File: src/rtl/ssb_arbiter.sv
// ssb_arbiter: three-host single-slave bus arbiter with starvation promotion.
// Hosts: 0 = debug SBA, 1 = instruction fetch, 2 = data.
// Grants are combinational and zero-wait. The granted command is decoded to
// SRAM, debug memory or unmapped. Every granted access (read or write) gets
// exactly one response one cycle later. An unmapped access returns err=1 and
// rdata=0.
//
// Handshake: a host holds host_req_i with a stable command until it sees
// host_gnt_o in the same cycle. The command is accepted on that clock edge.
// host_rvalid_o/host_err_o/host_rdata_o follow on the next cycle, with no
// backpressure and no reordering.
module ssb_arbiter #(
    parameter logic [31:0] MemStart    = 32'h00000000,
    parameter logic [31:0] MemMask     = 32'h0000FFFF,
    parameter logic [31:0] DbgStart    = 32'h1A110000,
    parameter logic [31:0] DbgMask     = 32'h0000FFFF,
    parameter int unsigned StarveLimit = 4
) (
    input  logic        clk_i,
    input  logic        rst_i,
    input  logic [2:0]  host_req_i,
    input  logic [95:0] host_addr_i,
    input  logic [2:0]  host_we_i,
    input  logic [11:0] host_be_i,
    input  logic [95:0] host_wdata_i,
    output logic [2:0]  host_gnt_o,
    output logic [2:0]  host_rvalid_o,
    output logic [2:0]  host_err_o,
    output logic [31:0] host_rdata_o,
    output logic [31:0] bus_addr_o,
    output logic        bus_we_o,
    output logic [3:0]  bus_be_o,
    output logic [31:0] bus_wdata_o,
    output logic        sram_req_o,
    output logic        dbg_req_o,
    input  logic [31:0] sram_rdata_i,
    input  logic [31:0] dbg_rdata_i
);

    typedef enum logic [1:0] {
        SEL_NONE = 2'd0,
        SEL_SRAM = 2'd1,
        SEL_DBG  = 2'd2
    } sel_e;

    localparam logic [3:0] StarveLim = 4'(StarveLimit);

    // Starvation counters for instr (host 1) and data (host 2).
    logic [3:0] wait_instr_q, wait_instr_d;
    logic [3:0] wait_data_q,  wait_data_d;

    // Response stage.
    logic       rsp_valid_q, rsp_valid_d;
    logic [1:0] rsp_host_q,  rsp_host_d;
    sel_e       rsp_sel_q,   rsp_sel_d;

    // Grant selection.
    logic       gnt_any;
    logic [1:0] gnt_idx;
    logic       prom_instr;
    logic       prom_data;

    // Muxed command of the granted host.
    logic [31:0] gnt_addr;
    logic        gnt_we;
    logic [3:0]  gnt_be;
    logic [31:0] gnt_wdata;
    logic        hit_sram;
    logic        hit_dbg;

    // Pick one host: debug first, then promoted data, promoted instr, instr, data.
    always_comb begin
        gnt_any    = 1'b0;
        gnt_idx    = 2'd0;
        prom_instr = (wait_instr_q >= StarveLim);
        prom_data  = (wait_data_q  >= StarveLim);
        if (!rst_i) begin
            if (host_req_i[0]) begin
                gnt_any = 1'b1;
                gnt_idx = 2'd0;
            end else if (host_req_i[2] && prom_data) begin
                gnt_any = 1'b1;
                gnt_idx = 2'd2;
            end else if (host_req_i[1] && prom_instr) begin
                gnt_any = 1'b1;
                gnt_idx = 2'd1;
            end else if (host_req_i[1]) begin
                gnt_any = 1'b1;
                gnt_idx = 2'd1;
            end else if (host_req_i[2]) begin
                gnt_any = 1'b1;
                gnt_idx = 2'd2;
            end
        end
    end

    // Route the granted host's command onto the bus. The bus is zero when idle.
    always_comb begin
        gnt_addr  = 32'h0;
        gnt_we    = 1'b0;
        gnt_be    = 4'h0;
        gnt_wdata = 32'h0;
        if (gnt_any) begin
            case (gnt_idx)
                2'd0: begin
                    gnt_addr  = host_addr_i[31:0];
                    gnt_we    = host_we_i[0];
                    gnt_be    = host_be_i[3:0];
                    gnt_wdata = host_wdata_i[31:0];
                end
                2'd1: begin
                    gnt_addr  = host_addr_i[63:32];
                    gnt_we    = host_we_i[1];
                    gnt_be    = host_be_i[7:4];
                    gnt_wdata = host_wdata_i[63:32];
                end
                default: begin
                    gnt_addr  = host_addr_i[95:64];
                    gnt_we    = host_we_i[2];
                    gnt_be    = host_be_i[11:8];
                    gnt_wdata = host_wdata_i[95:64];
                end
            endcase
        end
    end

    // Decode the address. SRAM wins if both regions match.
    // Unmapped addresses select nothing, so unmapped writes have no side effect.
    always_comb begin
        hit_sram = ((gnt_addr & ~MemMask) == MemStart);
        hit_dbg  = ((gnt_addr & ~DbgMask) == DbgStart);
        rsp_valid_d = gnt_any;
        rsp_host_d  = gnt_idx;
        rsp_sel_d   = SEL_NONE;
        if (hit_sram) begin
            rsp_sel_d = SEL_SRAM;
        end else if (hit_dbg) begin
            rsp_sel_d = SEL_DBG;
        end
    end

    // Counters saturate while a requesting host is denied.
    // They clear on a grant or when the request drops.
    always_comb begin
        wait_instr_d = 4'd0;
        wait_data_d  = 4'd0;
        if (host_req_i[1] && !(gnt_any && gnt_idx == 2'd1)) begin
            wait_instr_d = (wait_instr_q == 4'hF) ? 4'hF : wait_instr_q + 4'd1;
        end
        if (host_req_i[2] && !(gnt_any && gnt_idx == 2'd2)) begin
            wait_data_d = (wait_data_q == 4'hF) ? 4'hF : wait_data_q + 4'd1;
        end
    end

    // State registers. Reset drops any pending response.
    always_ff @(posedge clk_i or posedge rst_i) begin
        if (rst_i) begin
            wait_instr_q <= 4'd0;
            wait_data_q  <= 4'd0;
            rsp_valid_q  <= 1'b0;
            rsp_host_q   <= 2'd0;
            rsp_sel_q    <= SEL_NONE;
        end else begin
            wait_instr_q <= wait_instr_d;
            wait_data_q  <= wait_data_d;
            rsp_valid_q  <= rsp_valid_d;
            rsp_host_q   <= rsp_host_d;
            rsp_sel_q    <= rsp_sel_d;
        end
    end

    // Drive the grant, bus command and device-select outputs.
    always_comb begin
        host_gnt_o  = gnt_any ? (3'b001 << gnt_idx) : 3'b000;
        bus_addr_o  = gnt_addr;
        bus_we_o    = gnt_we;
        bus_be_o    = gnt_be;
        bus_wdata_o = gnt_wdata;
        sram_req_o  = gnt_any && (rsp_sel_d == SEL_SRAM);
        dbg_req_o   = gnt_any && (rsp_sel_d == SEL_DBG);
    end

    // Drive the response for the host granted last cycle.
    always_comb begin
        host_rvalid_o = 3'b000;
        host_err_o    = 3'b000;
        host_rdata_o  = 32'h0;
        if (rsp_valid_q) begin
            host_rvalid_o = 3'b001 << rsp_host_q;
            case (rsp_sel_q)
                SEL_SRAM: host_rdata_o = sram_rdata_i;
                SEL_DBG:  host_rdata_o = dbg_rdata_i;
                default:  host_err_o   = 3'b001 << rsp_host_q;
            endcase
        end
    end

endmodule

File: config.mk
export PLATFORM = sky130hd
export DESIGN_NAME = ssb_arbiter
export DESIGN_NICKNAME = d
export VERILOG_FILES = /design/src/rtl/ssb_arbiter.sv
export SDC_FILE = /design/constraint.sdc
export NUM_CORES = 1
export LEC_CHECK = 0
export CAP_MARGIN = 20
export CORE_AREA = 8 8 143 145
export DETAILED_ROUTE_END_ITERATION = 12
export DIE_AREA = 0 0 151 153
export GPL_TIMING_DRIVEN = 0
export PLACE_DENSITY = 0.57
export SLEW_MARGIN = 10
export SYNTH_ARGS = -nofsm -noshare
export SYNTH_HDL_FRONTEND = slang
export SYNTH_SLANG_ARGS = --single-unit
export TNS_END_PERCENT = 100
File: constraint.sdc
create_clock -name clk_i -period 5.5 [get_ports clk_i]
set_clock_uncertainty 0.15 [all_clocks]
set_input_delay 0.825 -clock clk_i [delete_from_list [all_inputs] [get_ports clk_i]]
set_output_delay 0.825 -clock clk_i [all_outputs]
set_load 0.02 [all_outputs]
# Yosys cells after proc, flatten, opt, wreduce, memory -nomap -nowiden
# Cells that the tools add are included.
[totals]
reg_bits = 13
inputBits = 276
elab_cells = 65
[op_classes]
n_addsub = 2
magnitude_cmp = 2
eq_ne = 9
n_shift = 2
mux = 32
reduce_logical = 13
[ops]
columns = ["operator", "count"]
rows = [
  ["$pmux 32 s2", 3],
  ["$mux 32", 3],
  ["$logic_not 32->1", 1],
  ["$mux 4", 5],
  ["$eq 16x13->1 const B", 1],
  ["$mux 2", 8],
  ["$mux 3", 4],
  ["$add 4x1->4 const B", 2],
  ["$eq 4x4->1 const B", 2],
  ["$ge 4x3->1 const B", 2],
  ["$logic_and 1x1->1", 8],
  ["$pmux 4 s2", 1],
  ["$mux 1", 7],
  ["$eq 2x1->1 const B", 3],
  ["$eq 2x2->1 const B", 3],
  ["$shl 1x2->3 const A", 2],
  ["$logic_not 1->1", 2],
  ["$logic_not 2->1", 1],
  ["$pmux 1 s2", 1],
  ["$reduce_or 2->1", 1],
]

# Logic depth before layout (Yosys ltp)
# Gate-level depths: netlist of the first run.
[logic_depth]
ltp_word = 14
ltp_mapped = 8

# Least setup slack after synthesis of the first run
# Ideal clock, no wire load.
[synth_path]
path_type = "input -> output"
startpoint = "in host_req_i[1]"
endpoint = "out sram_req_o"
t_arrival_ns = 3.190
slack_ns = 1.335
cell_stages = 8
path_buffers = 2
path_cell_list = "or3b_4 and3_4 buf_6 buf_6 a222oi_1 nor2_1 or4b_1 nor3_1"
[synth_between]
elab_chain_cells = 13
word_cells_on_any_way = 21
classes_between = "3 x eq/ne; 14 x mux; 4 x reduce/logical"
[synth_lines]
columns = ["element", "line_no", "rtl"]
rows = [
  ["from (decl)", "21", "input logic [2:0] host_req_i,"],
  ["$mux 2 / $logic_and 1x1->1 (equally long branches)", "87, 84", ""],
  ["$mux 2", "84", "end else if (host_req_i[1] && prom_instr) begin"],
  ["$mux 2", "81", "end else if (host_req_i[2] && prom_data) begin"],
  ["$mux 2", "78", "if (host_req_i[0]) begin"],
  ["$mux 2", "77", "if (!rst_i) begin"],
  ["$eq 2x1->1 / $logic_not 2->1 (equally long branches)", "104", "case (gnt_idx)"],
  ["$pmux 32 s2", "104", ""],
  ["$mux 32 (*)", "103", "if (gnt_any) begin"],
  ["via bus_addr_o[20]", "30", "output logic [31:0] bus_addr_o,"],
  ["$eq 16x13->1", "131", "hit_dbg = ((gnt_addr & ~DbgMask) == DbgStart);"],
  ["$mux 2", "137", "end else if (hit_dbg) begin"],
  ["$mux 2 (*)", "135", "if (hit_sram) begin"],
  ["$eq 2x1->1 (*)", "179", "sram_req_o = gnt_any && (rsp_sel_d == SEL_SRAM);"],
  ["$logic_and 1x1->1 (*)", "179", ""],
  ["to (decl)", "34", "output logic sram_req_o,"],
]
# The timed path passes the listed nets; every way through them passes the cells marked *.

# Worst setup path after layout of the first run
[layout_path]
startpoint = "in host_req_i[2]"
endpoint = "out sram_req_o"
[layout_between]
elab_chain_cells = 14
word_cells_on_any_way = 23
classes_between = "3 x eq/ne; 16 x mux; 4 x reduce/logical"
[layout_lines]
columns = ["element", "line_no", "rtl"]
rows = [
  ["$mux 2", "90", "end else if (host_req_i[2]) begin"],
  ["$mux 2", "87", "end else if (host_req_i[1]) begin"],
  ["$mux 2", "84", ""],
  ["$mux 2", "81", ""],
  ["$mux 2", "78", ""],
  ["$mux 2", "77", ""],
  ["$eq 2x1->1 / $logic_not 2->1 (equally long branches)", "104", ""],
  ["$pmux 32 s2", "104", ""],
  ["$mux 32", "103", ""],
  ["$eq 16x13->1", "131", ""],
  ["$mux 2", "137", ""],
  ["$mux 2", "135", ""],
  ["$eq 2x1->1", "179", ""],
  ["$logic_and 1x1->1 (*)", "179", ""],
]
# Every way passes the cells marked *; elsewhere a longest branch is shown, timed or not.

==> impl_metrics.json, run 1 <==
{
  "p_per_area_nw_per_um2": 106.3,
  "cts_root_buf": "clkbuf_16",
  "setup_ws_ns": 0.2430,
  "cp_data_required_time_ns": 4.53,
  "setup_viol": 0,
  "syn_nets": 611,
  "start_kind": "input port",
  "synth_ff_type": "dfrtp_1",
  "grt_max_degree": 11,
  "leakagePower_nw": 2.385,
  "period_needed_ns": 5.257,
  "drv_cap": 0,
  "drv_slew": 0,
  "die-area_um2": 23100,
  "hold_viol": 0,
  "path_class": "input port to primary output",
  "synth_top_area_share_pct": 20.09,
  "core_area_um2": 18270,
  "yosysTopAreaCell": "a222oi_1",
  "grt_pass1_vias": 4890,
  "grt_usage_pct": 17.33,
  "min_from": "wait_data_q[0]$_DFF_PP0_",
  "multi_input_area_um2": 1710,
  "hold_buffers": 0,
  "worst_pin_slew_ns": 0.7539,
  "ir_worst_vdd_mv": 0.08128,
  "ys_ff_latch": 9,
  "reg2reg_slack_ns": 2.40,
  "postSynthCellCount": 332,
  "whs_path_depth": 1,
  "ys_warn_count": 0,
  "hp-class": "register to register",
  "startpoint": "host_req_i[2]",
  "fin_hold_ws_ns": 0.3600,
  "ys_async_sr_fraction_pct": 100.0,
  "fill_cells": 1928,
  "antenna_found_initial": 4,
  "vias": 4463,
  "cts.htree.levels": 1,
  "end_kind": "primary output",
  "worstSkewPairLatency_ns": 0.23,
  "dpl.hpwl_mm": 18.84,
  "drtIter0Drc": 364,
  "port_buffers": 387,
  "gp_congestion": 0.7950,
  "grt_pass1_wl_mm": 30.48,
  "rr_worst_depth": 9,
  "crit_arrival_ns": 4.28,
  "wl_per_cell_um": 22.54,
  "worstPathCellList": "clkdlybuf4s50_1, o21ai_1, and3_1, clkbuf_1, buf_2, a222oi_1, buf_4, a21oi_1, or4b_1, nor3_1, dlygate4sd2_1",
  "path_max_fanout": 10,
  "place_ws_ns": -0.6042,
  "clk_pin_slew_ns": 0.04,
  "status": "complete, no violations",
  "reg2reg_to": "rsp_sel_q[0]$_DFF_PP0_",
  "die_h_um": 153,
  "drive_gt1_share_pct": 3.022,
  "synth_area_um2": 2142,
  "r2r_start": "wait_data_q[2]$_DFF_PP0_",
  "cts_sinks": 9,
  "seqCellArea_um2": 225.2,
  "synth.avg_cell_area_um2": 6.452,
  "area_delta_synth_final_pct": 201.1,
  "synthTopCellsByArea": "a222oi_1, a22oi_1, nor2_1",
  "slew_headroom_pct": 49.74,
  "drcViolationCount": 0,
  "fin_nets": 1008,
  "wl_mm": 21.73,
  "synth_common_cells": "nor2_1, a22oi_1, a222oi_1",
  "synth_edf_count": 0,
  "cts_buffer_depth": 2,
  "tns_ns": 0,
  "pin_count": 388,
  "cts_made_buffers": 3,
  "seq_area_frac_synth_pct": 10.51,
  "finalCritPeriodShare_pct": 95.58,
  "synth_most_common_cell": "nor2_1",
  "ant_nets": 0,
  "rsz0062_at_grt": "no",
  "drt-vias-per-instance": 4.630,
  "cts_tree": "yes",
  "synth.distinct_cells": 34,
  "initial_utilization_pct": 11.73,
  "slowest_stage": "clkdlybuf4s50_1",
  "grt_overflow": 0,
  "fmax_ghz": 0.1902,
  "rows": 50,
  "dr.pass1.iters": 10,
  "critical-path-max-stage-delay_ns": 0.65,
  "die_width_um": 151,
  "whs_endpoint": "wait_data_q[0]$_DFF_PP0_"
}
[layer usage]
layer / vias up / track usage (%) / routed length, um
met5: - / 0 / 15
met4: 2 / 4.149 / 315
met3: 18 / 7.174 / 2796
met2: 290 / 32.69 / 11110
met1: 2044 / 16.95 / 7486
li1: 2109 / - / -
[worst max-delay path by stage]
stage               slack, ns       endpoint
detailed placement      -0.60      dbg_req_o
global route             0.05     sram_req_o
finish                   0.24     sram_req_o
floorplan                1.33     sram_req_o
CTS                     -0.11  bus_addr_o[5]
global placement        -0.66      dbg_req_o
[layout by cell type (no fill, tap or decap), types with 2 or more instances in the layout]
cell type and instances:
clkdlybuf4s50_1 385, a221o_1 4, buf_1 5, diode_2 2, buf_6 2, a222oi_1 43
and2_1 7, clkbuf_1 26, clkbuf_16 3, nand4_1 5, a21oi_1 7, o21ai_1 2
nor2_1 70, buf_4 5, a22oi_1 51, clkbuf_2 3, and3_1 3, nand3_1 3
ha_1 3, inv_1 17, nor3_1 5, dlygate4sd2_1 2, nand2_1 22, buf_2 3
dfrtp_1 9, a21o_1 3, nor3b_1 2, o21ai_0 22, nand2b_1 2
[state kept, by name, indices dropped and copies added (netlist names)]
register	count
rsp_valid_q	1
rsp_host_q	2
rsp_sel_q	2
wait_data_q	4
[final cells by class]
cell class | count | share of cell area [%]
Clock buffer | 4 | 1.222
Sequential cell | 9 | 3.492
Tap cell | 234 | 4.539
Buffer | 38 | 2.561
Inverter | 17 | 0.9893
Multi-Input combinational cell | 268 | 26.52
Antenna cell | 2 | 0.07759
Timing Repair Buffer | 392 | 60.60
[timing repair]
action / CTS / global route
gates resized for setup: 8 / 8
hold endpoints to repair: 0 / 0
pin swaps: 4 / 2
endpoints found under the setup margin: 42 / 42
setup buffers: 4 / 1
[logic make-up (layout without fill, tap and decap cells)]
logic type               after synthesis  in the layout  synth area share (%)
other                                  0              2                     0
adder cells (fa/ha/maj)                3              3                 1.753
AND/OR/NAND/NOR                      129            129                 27.69
AO/OA/AOI/OAI                        136            136                 49.71
buffers and inverters                 55            451                 10.34
flip-flops                             9              9                 10.51
[worst max-delay path: cells and delay by family]
kind / cells / cell delay (ns)
buffers and inverters: 5 / 1.80
AO/OA/AOI/OAI: 3 / 0.69
AND/OR/NAND/NOR: 3 / 0.97
[per-stage QoR]
stage	power [mW]	std cells	instance area, um2	util (%)
6_report	0.6854	964	6450	35.31
3_3_place_gp	0.5554	953	6309	34.53
4_1_cts	0.6906	961	6431	35.21
5_1_grt	0.7253	964	6450	35.31
3_5_place_dp	0.5549	953	6309	34.53
2_1_floorplan	0.2246	332	2142	-
[power by group]
part / leakage [nW] / switching, mW / internal, mW
Sequential: 0.120 / 0.00319 / 0.0698
Combinational: 2.23 / 0.198 / 0.288
Clock: 0.0382 / 0.0301 / 0.0967
No activity file was read; power rests on OpenSTA's default activity.
==> run 2: changes to the inputs <==
Settings changed: CTS_BUF_LIST from default to sky130_fd_sc_hd__clkbuf_16.
==> run 2 against run 1 <==
  * Cell area unchanged
  * First-iteration DRC count stayed put
  * Sequential cell count unchanged
  * Combinational power hardly changed
  * Setup slack is the same
  * Critical path type unchanged
  * Largest cell class unchanged
  * Largest power group unchanged
==> impl_metrics.json, run 2 (synthesis gave the netlist of run 1 again) <==
{
  "status": "complete, no violations",
  "path_class": "input port to primary output",
  "grt_overflow": 0,
  "largest_reg_flops": 4,
  "worst_pin_slew_ns": 0.7544,
  "multi_input_area_um2": 1710,
  "fmax_ghz": 0.1902,
  "rows": 50,
  "cp_data_required_time_ns": 4.53,
  "grt_usage_pct": 17.33,
  "drive_gt1_share_pct": 3.022,
  "use_met2_pct": 32.69,
  "wl_mm": 21.73,
  "gp_congestion": 0.7950,
  "drcViolationCount": 0,
  "finalCritPeriodShare_pct": 95.58,
  "cts_root_buf": "clkbuf_16",
  "initial_utilization_pct": 11.73,
  "worstSkewPairLatency_ns": 0.23,
  "antenna_found_initial": 4,
  "pin_count": 388,
  "crit_arrival_ns": 4.28,
  "end_kind": "primary output",
  "ir_worst_vdd_mv": 0.08128,
  "setup_viol": 0,
  "drtIter0Drc": 364,
  "drv_cap": 0,
  "drt-vias-per-instance": 4.630,
  "port_buffers": 387,
  "p_per_area_nw_per_um2": 106.0,
  "wl_per_cell_um": 22.54,
  "fin_hold_ws_ns": 0.3600,
  "met1_usage_pct": 16.95,
  "top_regs": "wait_data_q: 4 flops, rsp_host_q: 2 flops, rsp_sel_q: 2 flops",
  "layout.cells.non_filler": 964,
  "cts_tree": "yes",
  "dr.pass1.iters": 10,
  "clk_pin_slew_ns": 0.04,
  "grt_max_degree": 11,
  "leakagePower_nw": 2.389,
  "met3_usage_pct": 7.174,
  "path_max_fanout": 10,
  "fin_nets": 1008,
  "die_width_um": 151,
  "final_cell_mix": "clkdlybuf4s50_1, nor2_1, a22oi_1, a222oi_1, clkbuf_1",
  "total_power_mw": 0.6837,
  "vias": 4463,
  "area_delta_synth_final_pct": 201.1,
  "cts_made_buffers": 3,
  "regMostFlops": "wait_data_q",
  "die_h_um": 153,
  "grt_pass1_vias": 4890,
  "drv_slew": 0,
  "cts_sinks": 9,
  "busiest_layer": "met2",
  "hold_viol": 0,
  "hold_buffers": 0,
  "rr_worst_depth": 9,
  "slew_headroom_pct": 49.70,
  "period_needed_ns": 5.257,
  "die-area_um2": 23100,
  "cts.htree.levels": 1,
  "cts_buffer_depth": 2,
  "start_kind": "input port",
  "ant_nets": 0,
  "dpl.hpwl_mm": 18.84,
  "hp-class": "register to register",
  "rsz0062_at_grt": "no",
  "final_common_cell": "clkdlybuf4s50_1",
  "grt_pass1_wl_mm": 30.48,
  "dpl.cell_count": 953,
  "fill_cells": 1928,
  "core_area_um2": 18270,
  "whs_path_depth": 1,
  "seqCellArea_um2": 225.2
}
-- run 2: cell types whose count changed in the layout (fill, tap and decap cells not counted) --
cell      previous run  this run
inv_1               17        18
clkbuf_1            26        25
-- run 2: repair_timing --
action / in CTS / in global routing
setup endpoints to repair: 42 / 42
pin swaps: 4 / 2
setup buffers: 4 / 1
cloned: 0 / 0
resized for setup: 8 / 8
-- run 2: critical path, stage by stage --
cell             delay (ns)
clkdlybuf4s50_1        0.65
o21ai_1                0.19
and3_1                 0.20
clkbuf_1               0.23
buf_2                  0.31
a222oi_1               0.44
buf_4                  0.19
a21oi_1                0.06
or4b_1                 0.58
nor3_1                 0.19
dlygate4sd2_1          0.42
-- run 2: worst paths after layout --
kind	startpoint	to	slack [ns]
max	host_req_i[2]	sram_req_o	0.24
min	wait_data_q[0]$_DFF_PP0_	wait_data_q[0]$_DFF_PP0_	0.36
max reg2reg	wait_data_q[2]$_DFF_PP0_	rsp_sel_q[0]$_DFF_PP0_	2.40
min reg2reg	wait_data_q[0]$_DFF_PP0_	wait_data_q[0]$_DFF_PP0_	0.36
max in group asynchronous	rst_i	rsp_valid_q$_DFF_PP0_	4.11
min in group asynchronous	rst_i	wait_data_q[3]$_DFF_PP0_	0.82
-- run 2: layer usage --
layer | share of wire (%) | wire length [um]
met5 | 0.069 | 15
met1 | 34 | 7486
met3 | 13 | 2796
met2 | 51 | 11110
met4 | 1.4 | 315
-- run 2: cell type report --
type / instances / area share, %
Timing Repair Buffer: 392 / 60.60
Buffer: 38 / 2.561
Clock buffer: 3 / 1.164
Multi-Input combinational cell: 268 / 26.52
Antenna cell: 2 / 0.07759
Sequential cell: 9 / 3.492
Clock inverter: 1 / 0.05820
Inverter: 17 / 0.9893
Tap cell: 234 / 4.539
-- run 2: power by group --
group,switching [mW],internal (mW)
registers,0.00319,0.0698
logic,0.198,0.288
clock network,0.0303,0.0948
-- run 2: through the flow --
stage               TNS [ns]  util (%)  worst slack [ns]  cell area, um2
finish                     0     35.31            0.2430            6450
global route               0     35.31           0.04688            6450
CTS                  -0.8714     35.21           -0.1107            6431
detailed placement    -11.88     34.53           -0.6042            6309
global placement      -12.69     34.53           -0.6631            6309
floorplan                  0         -             1.335            2142
